$ cat src/rtl/net_resolve_fifo.sv
// net_resolve_fifo: resolves CH 4-state drivers of W bits per net kind
// (tri / triand / trior), queues each accepted result in a DEPTH-entry FIFO
// and counts accepted results that contain at least one x bit.
module net_resolve_fifo #(
  parameter int W     = 4,
  parameter int CH    = 3,
  parameter int KIND  = 1,
  parameter int DEPTH = 4,
  parameter int CNT_W = 8
) (
  input  logic                     clk,
  input  logic                     rst,
  input  logic                     in_valid,
  output logic                     in_ready,
  input  logic [CH-1:0]            drv_en,
  input  logic [CH*W-1:0]          drv_val,
  input  logic [CH*W-1:0]          drv_unk,
  output logic                     out_valid,
  input  logic                     out_ready,
  output logic [W-1:0]             out_val,
  output logic [W-1:0]             out_unk,
  output logic                     out_xflag,
  output logic [CNT_W-1:0]         conflict_cnt,
  output logic [$clog2(DEPTH):0]   level
);

  localparam int AW = $clog2(DEPTH);
  localparam int LW = AW + 1;
  localparam int EW = 2 * W + 1;

  // Parameter sanity: reject unsupported configurations at elaboration.
  if (KIND < 0 || KIND > 2) begin : g_kind_err
    $error("net_resolve_fifo: KIND must be 0 (tri), 1 (triand) or 2 (trior)");
  end
  if (DEPTH < 2 || (DEPTH & (DEPTH - 1)) != 0) begin : g_depth_err
    $error("net_resolve_fifo: DEPTH must be a power of 2 and >= 2");
  end
  if (CH < 2) begin : g_ch_err
    $error("net_resolve_fifo: CH must be >= 2");
  end

  // ---------------------------------------------------------------------------
  // Per-bit resolution. Encoding {unk,val}: 00=0, 01=1, 10=z, 11=x.
  // ---------------------------------------------------------------------------
  logic [W-1:0] res_val;
  logic [W-1:0] res_unk;
  logic         res_x;

  genvar gi;
  generate
    for (gi = 0; gi < W; gi++) begin : g_bit
      logic       has0;
      logic       has1;
      logic       hasx;
      logic [1:0] res;

      // Collect which logic levels the enabled drivers put on this bit.
      always_comb begin
        has0 = 1'b0;
        has1 = 1'b0;
        hasx = 1'b0;
        for (int c = 0; c < CH; c++) begin
          if (drv_en[c]) begin
            case ({drv_unk[c*W+gi], drv_val[c*W+gi]})
              2'b00:   has0 = 1'b1;
              2'b01:   has1 = 1'b1;
              2'b11:   hasx = 1'b1;
              default: ;
            endcase
          end
        end
      end

      // Apply the net-kind priority to the collected levels.
      always_comb begin
        res = 2'b10;
        if (KIND == 1) begin
          if (has0)      res = 2'b00;
          else if (hasx) res = 2'b11;
          else if (has1) res = 2'b01;
        end else if (KIND == 2) begin
          if (has1)      res = 2'b01;
          else if (hasx) res = 2'b11;
          else if (has0) res = 2'b00;
        end else begin
          if (hasx || (has0 && has1)) res = 2'b11;
          else if (has1)              res = 2'b01;
          else if (has0)              res = 2'b00;
        end
      end

      assign res_unk[gi] = res[1];
      assign res_val[gi] = res[0];
    end
  endgenerate

  assign res_x = |(res_unk & res_val);

  // ---------------------------------------------------------------------------
  // FIFO storage and control
  // ---------------------------------------------------------------------------
  logic [EW-1:0]    mem [DEPTH];
  logic [AW-1:0]    wr_ptr_reg;
  logic [AW-1:0]    rd_ptr_reg;
  logic [LW-1:0]    level_reg;
  logic [CNT_W-1:0] cnt_reg;
  logic [EW-1:0]    head;
  logic             push;
  logic             pop;

  assign in_ready  = (level_reg < LW'(DEPTH));
  assign out_valid = (level_reg != '0);
  assign push      = in_valid & in_ready;
  assign pop       = out_valid & out_ready;

  // Storage array has no reset; stale contents are hidden by level.
  always_ff @(posedge clk) begin
    if (push && !rst) begin
      mem[wr_ptr_reg] <= {res_x, res_unk, res_val};
    end
  end

  // Pointers and occupancy; reset discards everything queued.
  always_ff @(posedge clk) begin
    if (rst) begin
      wr_ptr_reg <= '0;
      rd_ptr_reg <= '0;
      level_reg  <= '0;
    end else begin
      if (push) wr_ptr_reg <= wr_ptr_reg + 1'b1;
      if (pop)  rd_ptr_reg <= rd_ptr_reg + 1'b1;
      case ({push, pop})
        2'b10:   level_reg <= level_reg + 1'b1;
        2'b01:   level_reg <= level_reg - 1'b1;
        default: level_reg <= level_reg;
      endcase
    end
  end

  // Saturating count of accepted results carrying an x bit.
  always_ff @(posedge clk) begin
    if (rst) begin
      cnt_reg <= '0;
    end else if (push && res_x && (cnt_reg != {CNT_W{1'b1}})) begin
      cnt_reg <= cnt_reg + 1'b1;
    end
  end

  assign head         = mem[rd_ptr_reg];
  assign out_val      = head[W-1:0];
  assign out_unk      = head[2*W-1:W];
  assign out_xflag    = head[2*W];
  assign conflict_cnt = cnt_reg;
  assign level        = level_reg;

endmodule

$ cat config.mk
export PLATFORM = sky130hd
export DESIGN_NAME = net_resolve_fifo
export DESIGN_NICKNAME = d
export VERILOG_FILES = /design/src/rtl/net_resolve_fifo.sv
export SDC_FILE = /design/constraint.sdc
export NUM_CORES = 1
export LEC_CHECK = 0
export ABC_AREA = 1
export CAP_MARGIN = 0
export CORE_MARGIN = 2
export CORE_UTILIZATION = 47
export CTS_CLUSTER_SIZE = 12
export DETAILED_ROUTE_END_ITERATION = 12
export PLACE_DENSITY_LB_ADDON = 0.12
export SLEW_MARGIN = 30
export SYNTH_ARGS = -nofsm -noshare
export SYNTH_HDL_FRONTEND = slang
export SYNTH_SLANG_ARGS = --single-unit
$ cat constraint.sdc
create_clock -name clk -period 1.8 [get_ports clk]
set_clock_uncertainty 0.05 [all_clocks]
set_input_delay 0.18 -clock clk [delete_from_list [all_inputs] [get_ports clk]]
set_output_delay 0.18 -clock clk [all_outputs]
set_load 0.01 [all_outputs]
==> flow_summary.ini, run 1 <==
[run_status]
status = completed

[layout]
area_growth_pct = 32.89
instances_no_fill = 444
largest_reg_flops = 36
drive_gt1_frac = 0.2177
fin_nets = 409
num_antenna_cells = 0
fin_util = 0.6524
fillers = 483

[floorplanning]
dieWidth_um = 80.08
ios = 53
die_h_um = 80.08
start_util = 0.4910
die_area_sq_mm = 0.006412
rows = 27
coreArea_sq_mm = 0.005540

[setup_path]
ff2ff_setup_slack_ns = 0.13
critPathLaunchType = flip-flop
crit_chain = inv_2 -> buf_4 -> o21ai_0 -> o22ai_1 -> dlygate4sd2_1
cp_data_required_time_ns = 1.57
cpPeakStageDelay_ns = 0.36
crit_cells = 5
critPathBufInv = 3
cp_max_fo = 6
slowest_stage = dfxtp_2
criticalPathCategory = reg2out
r2r_cells = 11
critPathArrivalTime_ns = 1.46
endpoint_kind = primary output
cp_top_family = buffers and inverters

[sta]
maxSlewHeadroom = 0.7595
drv_slew = 0
setup_viol = 0
fmax_mhz = 592.3
hold_viol_final = 0
rsz0062_at_grt = yes
min_period_over_period = 0.9379
post-route-min-period_ns = 1.688
tightest_slew_ns = 0.3607

[pwr]
powerDensity_mw_per_mm2 = 977.9
p_comb_frac = 0.355
finalPower_mw = 3.535
internal-power_mw = 2.439
power_frac_seq = 0.429
leakage_nw = 1.420
ir_drop_v = 0.0004699
power_switching_mw = 1.096
swShare = 0.3100
clkPwrFrac = 0.216

[logic_synthesis]
synth_area_sq_mm = 0.002720
ys.flop_type = edfxtp_1
synth_compound_area_frac = 0.1210
synth_top_family_by_area = simple AND/OR/NAND/NOR gates
synthMuxAreaShare = 0
synthArstFlopShare = 0
synth_area_leaders = edfxtp_1 40%, dfxtp_1 13%, nor2_1 5.5%
synth_edf_count = 36
syn_nets = 328
synthCells = 290
ys_warn_count = 0
synthXorXnorAreaFrac = 0.01932
synth-seq-cells = 53
yosysUniqueCellTypes = 32
synth.most_common_cell = nor2_1
synth_common_cells = 40 x nor2_1, 36 x edfxtp_1, 32 x nand2_1, 29 x inv_1, 25 x o21ai_0
synth-simple-area-share = 0.2392
yosysTopAreaCell = edfxtp_1
yosysTopAreaCellShare = 0.3974
synth.avg_cell_area_sq_um = 9.380
synth_seq_area_share = 0.5225
synth-adder-area-share = 0.03496

[place]
numPortBuffers = 52
gp_congestion = 0.8392
dp.cells = 436
dp_hpwl_um = 4221

[global_routing]
antenna_found_initial = 0
grt.total_usage = 0.1764
grt_overflow_total = 0
grt_pass1_vias = 1951
grt_pass1_wl_um = 8756
grt_max_degree = 17

[clock_network]
cts_made_buffers = 5
cts-root-buf = clkbuf_8
post_cts_buffers = 0
clk_pin_slew_ns = 0.09
ctsHtreeMaxLevel = 2
cts.sinks = 53
clock_path_buffers = 2
clk_latency_ns = 0.30
cts_tree = done

[routing]
routed_via_density = 4.962
drtIter0Drc = 85
vias = 2203
wl_per_cell_um = 12.15
routed_wl_um = 5395
drt_pre_antenna_iters = 4
drc = 0
detail-route-antenna-nets = 0

[worst_hold_path]
hold_path.class = reg2reg
hold_depth = 2

[flow_run]
drv_cap = 0
==> power by group through the flow <==
stage / clock, mW / sequential, mW / combinational, mW
after global routing: 0.833 / 1.53 / 1.40
after floorplan: 0 / 1.54 / 0.645
after CTS: 0.793 / 1.51 / 1.23
final: 0.765 / 1.52 / 1.25
after global placement: 0 / 1.53 / 1.26
after detailed placement: 0 / 1.54 / 1.29
==> worst paths after layout <==
path,startpoint,end
setup / recovery,flip-flop,out_val[3]
hold / removal,rd_ptr_reg[1]$_SDFFE_PP0P_,flip-flop
setup reg to reg,level[1]$_SDFFE_PP0P_,level[2]$_SDFFE_PP0P_
hold reg to reg,rd_ptr_reg[1]$_SDFFE_PP0P_,flip-flop
==> worst min-delay path: cells and delay by family (launching register included) <==
kind                   cells  cell delay [ns]
buffers and inverters      1             0.06
AO/OA/AOI/OAI              1             0.07
flip-flops                 1             0.31
==> stage by stage <==
stage                     TNS (ns)  hold WS (ns)  setup slack, ns  instance area [sq um]
after floorplan                  0        0.3129          0.01450                   2729
after global placement     -0.3949        0.4009         -0.08711                   3505
after detailed placement   -0.7491        0.4019          -0.1296                   3505
after CTS                        0        0.4104          0.01986                   3605
after global routing      -0.02439        0.4579         -0.02439                   3615
final                            0        0.4135           0.1117                   3615
==> layout make-up <==
| cell class | count | area [sq um] | area share |
|---|---|---|---|
| sequential | 53 | 1428 | 0.3949 |
| multi-input combinational | 199 | 1141 | 0.3157 |
| timing repair buffer | 81 | 726.9 | 0.2011 |
| inverter | 31 | 118.9 | 0.03288 |
| tap | 72 | 90.09 | 0.02492 |
| clock buffer | 5 | 68.82 | 0.01904 |
| clock inverter | 3 | 41.29 | 0.01142 |
==> kinds of logic after synthesis <==
kind of cell / count (synthesis)
AND/OR/NAND/NOR: 127
AO/OA/AOI/OAI: 59
flip-flops: 53
buffers and inverters: 38
adder cells (fa/ha/maj): 7
XOR/XNOR: 6
==> placed cells by master (no fill, tap or decap), types with 3 or more instances in the layout <==
cell type / Yosys / routed
ha_1: 6 / 6
dlygate4sd2_1: 0 / 9
nand3_1: 12 / 11
nor2_2: 12 / 13
nand4_1: 8 / 8
nand3_2: 8 / 9
inv_1: 29 / 23
dfxtp_1: 17 / 12
nor3_1: 4 / 4
o21ai_1: 0 / 3
xor2_1: 4 / 4
o22ai_1: 9 / 9
a21oi_2: 2 / 3
edfxtp_1: 36 / 36
o21ai_0: 25 / 22
nor2_1: 40 / 39
nand2_1: 32 / 32
nand3b_1: 4 / 4
inv_2: 0 / 6
clkdlybuf4s50_1: 0 / 43
nand2_2: 4 / 4
a21oi_1: 18 / 17
clkbuf_8: 0 / 5
dfxtp_2: 0 / 5
buf_4: 1 / 29
==> layer usage <==
layer / part of all wire / GRT usage / up-vias / routed length, um
li1: - / - / 1157 / -
met1: 0.48 / 0.2337 / 991 / 2578
met2: 0.47 / 0.2900 / 48 / 2549
met3: 0.036 / 0.03371 / 7 / 194
met4: 0.014 / 0.06102 / 0 / 73
met5: 0 / 0 / - / 0
==> what timing repair did <==
| item | in CTS | in global routing |
|---|---|---|
| hold buffers | 0 | 0 |
| endpoints found under the setup margin | 9 | 6 |
| resized for setup | 12 | 8 |
Note: power is estimated with default switching activity, not from simulation.
==> run 2, diff against run 1 <==
Settings changed: CORE_UTILIZATION 47 to 50.
Clock period 1.8 ns to 1.7 ns, I/O delays scaled along.
==> flow_summary.ini, run 2 (same netlist as run 1, synthesis figures left out) <==
[floorplanning]
dieWidth_um = 77.76
rows = 26
die_area_sq_mm = 0.006046
die_h_um = 77.76
coreArea_sq_mm = 0.005172
start_util = 0.5259
ios = 53

[clock_network]
clock_path_buffers = 2
ctsHtreeMaxLevel = 2
hold_buffers = 0
clk_pin_slew_ns = 0.09
cts_made_buffers = 5
cts_tree = done
cts.sinks = 53
clk_latency_ns = 0.30
cts-root-buf = clkbuf_8

[global_routing]
grt.total_usage = 0.1888
grt_overflow_total = 0
antenna_found_initial = 0
grt_pass1_wl_um = 8983
grt_pass1_vias = 2066
grt_max_degree = 19

[setup_path]
critPathLaunchType = flip-flop
r2r_cells = 11
cp_data_required_time_ns = 1.85
endpoint_kind = flip-flop
cp_max_fo = 5
critPathArrivalTime_ns = 1.89
criticalPathCategory = reg2reg

[run_status]
violations = setup timing
status = finished, violations left

[routing]
wl_per_cell_um = 12.58
vias = 2270
routed_wl_um = 5673
routed_via_density = 5.033
detail-route-antenna-nets = 0
drtIter0Drc = 81
drt_pre_antenna_iters = 4
drc = 0

[layout]
fin_nets = 418
fin_area_sq_mm = 0.003711
area_growth_pct = 36.43
layout_commonest_cell = clkdlybuf4s50_1
num_antenna_cells = 0
largest_reg_flops = 36
drive_gt1_frac = 0.2441
final_cell_mix = 43 x clkdlybuf4s50_1, 40 x nor2_1, 37 x buf_4
instances_no_fill = 451

[worst_hold_path]
hold_path.class = reg2reg
hold_depth = 2

[sta]
fmax_mhz = 573.3
maxSlewHeadroom = 0.7512
tightest_slew_ns = 0.3732
post-route-min-period_ns = 1.744
hold_viol_final = 0
fin_ws_ns = -0.04436
rsz0062_at_grt = yes
min_period_over_period = 1.026
drv_slew = 0
finalSetupTns_ns = -0.04436
setup_viol = 1

[place]
pre_cts_ws_ns = -0.1674
dp_hpwl_um = 4208
dp.cells = 441
numPortBuffers = 52
gp_congestion = 0.8215
dpl_cell_area_sq_mm = 0.003572

[pwr]
leakage_nw = 1.466
finalPower_mw = 3.816
ir_drop_v = 0.0004484
powerDensity_mw_per_mm2 = 1028

[flow_run]
drv_cap = 0
-- run 2: power by group --
group	internal [mW]	leakage (nW)	total, mW	switching (mW)
Combinational	0.729	0.948	1.48	0.750
Sequential	1.54	0.469	1.62	0.0841
Clock	0.332	0.0488	0.716	0.384
-- run 2: metrics by stage --
step / hold slack, ns / utilization
6_report: 0.4065 / 0.7175
3_5_place_dp: 0.4067 / 0.6906
2_1_floorplan: 0.3029 / -
5_1_grt: 0.4284 / 0.7175
4_1_cts: 0.4142 / 0.7073
3_3_place_gp: 0.4039 / 0.6906
-- run 2: critical path, stage by stage (launching register included) --
cell     delay [ns]
dfxtp_2        0.36
inv_4          0.05
nand3_4        0.08
nand2_2        0.05
inv_2          0.07
ha_4           0.13
inv_2          0.04
fa_2           0.38
a21oi_2        0.16
o21ai_2        0.08
o21ai_1        0.14
a21oi_1        0.05
-- run 2: area by class of cell --
cell class,instances,area [sq um]
repair buffers,90,807.0
multi-input cells,199,1167
inverters,31,123.9
well taps,70,87.58
clock buffers,7,86.33
fillers,391,1461
clock inverters,1,6.256
flip-flops and latches,53,1433
-- run 2: repair_timing --
action,4_1_cts,5_1_grt
buffers inserted,0,2
pin swaps,0,4
gates cloned,0,0
endpoints found under the setup margin,9,11
gates resized for setup,14,14
-- run 2: per-layer routing --
layer	global-route usage	routed length [um]	up-vias
met2	0.3121	2694	53
met1	0.2504	2645	1017
met4	0.06964	129	0
li1	-	-	1185
met3	0.03023	204	15
met5	0	0	-
-- run 2: worst paths after layout --
kind | start | end | slack, ns
worst min register to register | rd_ptr_reg[1]$_SDFFE_PP0P_ | flip-flop | 0.41
worst max register to register | level[2]$_SDFFE_PP0P_ | level[2]$_SDFFE_PP0P_ | -0.04
worst min-delay path | rd_ptr_reg[1]$_SDFFE_PP0P_ | flip-flop | 0.41
worst max-delay path | level[2]$_SDFFE_PP0P_ | level[2]$_SDFFE_PP0P_ | -0.04
==> run 3, diff against run 2 <==
Settings changed: GPL_TIMING_DRIVEN set to 0, HOLD_SLACK_MARGIN set to 0.02.
==> flow_summary.ini, run 3 (same netlist as run 1, synthesis figures left out) <==
[global_routing]
grt_max_degree = 16
grt_overflow_total = 0
grt.total_usage = 0.1882
grt_pass1_vias = 1959
antenna_found_initial = 0
grt_pass1_wl_um = 9066

[run_status]
violations = setup timing
status = finished, violations left

[floorplanning]
rows = 26
dieWidth_um = 77.76
ios = 53
coreArea_sq_mm = 0.005172
die_area_sq_mm = 0.006046
die_h_um = 77.76
start_util = 0.5259

[layout]
fillers = 395
fin_nets = 396
area_growth_pct = 32.66
drive_gt1_frac = 0.2423
final_cell_mix = 41 x clkdlybuf4s50_1, 36 x edfxtp_1, 35 x nor2_1
layout_commonest_cell = clkdlybuf4s50_1
fin_area_sq_mm = 0.003608
largest_reg_flops = 36
num_antenna_cells = 0

[setup_path]
slowest_stage = fa_2
cp_common_cell = inv_4
cp_data_required_time_ns = 1.85
cpPeakStageDelay_ns = 0.37
cp_max_fo = 4
criticalPathCategory = reg2reg
critPathArrivalTime_ns = 1.85
endpoint_kind = flip-flop
crit_chain = inv_4 -> nand3_4 -> nand2_2 -> inv_2 -> ha_4 -> inv_4 -> fa_2 -> a21oi_2 -> o21ai_2 -> o21ai_1 -> a21oi_1
critPathLaunchType = flip-flop

[sta]
post-route-min-period_ns = 1.702
holdWs_ns = 0.1935
hold_viol_final = 0
drv_slew = 0
tightest_slew_ns = 0.4085
min_period_over_period = 1.001
fin_ws_ns = -0.001893
setup_viol = 1
fmax_mhz = 587.6
rsz0062_at_grt = yes
maxSlewHeadroom = 0.7264

[clock_network]
cts-root-buf = clkbuf_8
cts_made_buffers = 5
ctsHtreeMaxLevel = 2
cts.sinks = 53
cts_tree = done
clk_pin_slew_ns = 0.09
clock_path_buffers = 2
clk_latency_ns = 0.30

[routing]
vias = 2201
drt_pre_antenna_iters = 4
wl_met3_um = 190
drtIter0Drc = 161
routed.top_layer = met4
drt-met1-wl_um = 2683
wl_per_cell_um = 13.45
detail-route-antenna-nets = 0
drc = 0
routed_via_density = 5.131
wl_met2_um = 2860
routed_wl_um = 5769

[place]
dp_hpwl_um = 3968
gp_congestion = 0.7735
numPortBuffers = 50
dpl_cell_area_sq_mm = 0.003322

[pwr]
ir_drop_v = 0.0004981
powerDensity_mw_per_mm2 = 1067
leakage_nw = 1.369

[flow_run]
drv_cap = 0

[worst_hold_path]
hold_path.class = in2reg
run 3: cell count changes in the layout (fill, tap and decap cells not counted), moves of 4 or more:
cell	delta
buf_4	-27
dlygate4sd2_1	-9
clkbuf_2	+7
nor2_1	-5
o21ai_0	+5
o21ai_1	-5
nor2_4	+4
run 3: worst paths after layout:
path | from | endpoint | slack [ns] | cells after the start
setup / recovery | level[2]$_SDFFE_PP0P_ | level[2]$_SDFFE_PP0P_ | -0.002 | 11
hold / removal | rst | conflict_cnt[0]$_SDFFE_PP0P_ | 0.19 | 4
setup reg to reg | level[2]$_SDFFE_PP0P_ | level[2]$_SDFFE_PP0P_ | -0.002 | 11
hold reg to reg | rd_ptr_reg[1]$_SDFFE_PP0P_ | flip-flop | 0.41 | 2
run 3: per-stage QoR:
stage | total power, mW | instances | TNS (ns) | util | setup slack [ns]
global route | 4.059 | 429 | -1.372 | 0.6976 | -0.1121
floorplan | 2.323 | 290 | 0 | - | 0.0005790
finish | 3.849 | 429 | -0.001893 | 0.6976 | -0.001893
detailed placement | 2.888 | 410 | -28.04 | 0.6422 | -0.6351
CTS | 3.721 | 421 | -2.481 | 0.6744 | -0.09524
global placement | 2.857 | 410 | -25.58 | 0.6422 | -0.5781
run 3: power by group:
| part | total (mW) | internal, mW | switching (mW) |
|---|---|---|---|
| sequential | 1.62 | 1.54 | 0.0822 |
| combinational | 1.41 | 0.633 | 0.778 |
| clock | 0.819 | 0.435 | 0.384 |
run 3: final cells by class:
class	count	area (sq um)	area share
Buffer	6	68.82	0.01907
Clock buffer	6	72.57	0.02011
Clock inverter	2	33.78	0.009362
Inverter	31	126.4	0.03502
Multi-Input combinational cell	199	1205	0.3339
Sequential cell	53	1431	0.3967
Tap cell	70	87.58	0.02427
Timing Repair Buffer	62	583.1	0.1616
run 3: worst max-delay path: cells and delay by family (launching register included):
family	cells	cell delay, ns
simple gates	2	0.13
compound gates	4	0.41
buf+inv	3	0.16
fa+ha+maj	2	0.50
flops	1	0.36
run 3: timing repair:
item / 4_1_cts / 5_1_grt
pin swaps: 0 / 7
hold buffers: 1 / 0
resized for setup: 28 / 30
gates cloned: 0 / 0
buffers inserted: 3 / 8
endpoints found under the setup margin: 47 / 55
endpoints found under the hold margin: 8 / 0
run 3: layer usage:
metal / vias to the layer above / global-route usage
li1: 1138 / -
met1: 1012 / 0.2530
met2: 47 / 0.3103
met3: 4 / 0.03140
met4: 0 / 0.06071
met5: - / 0
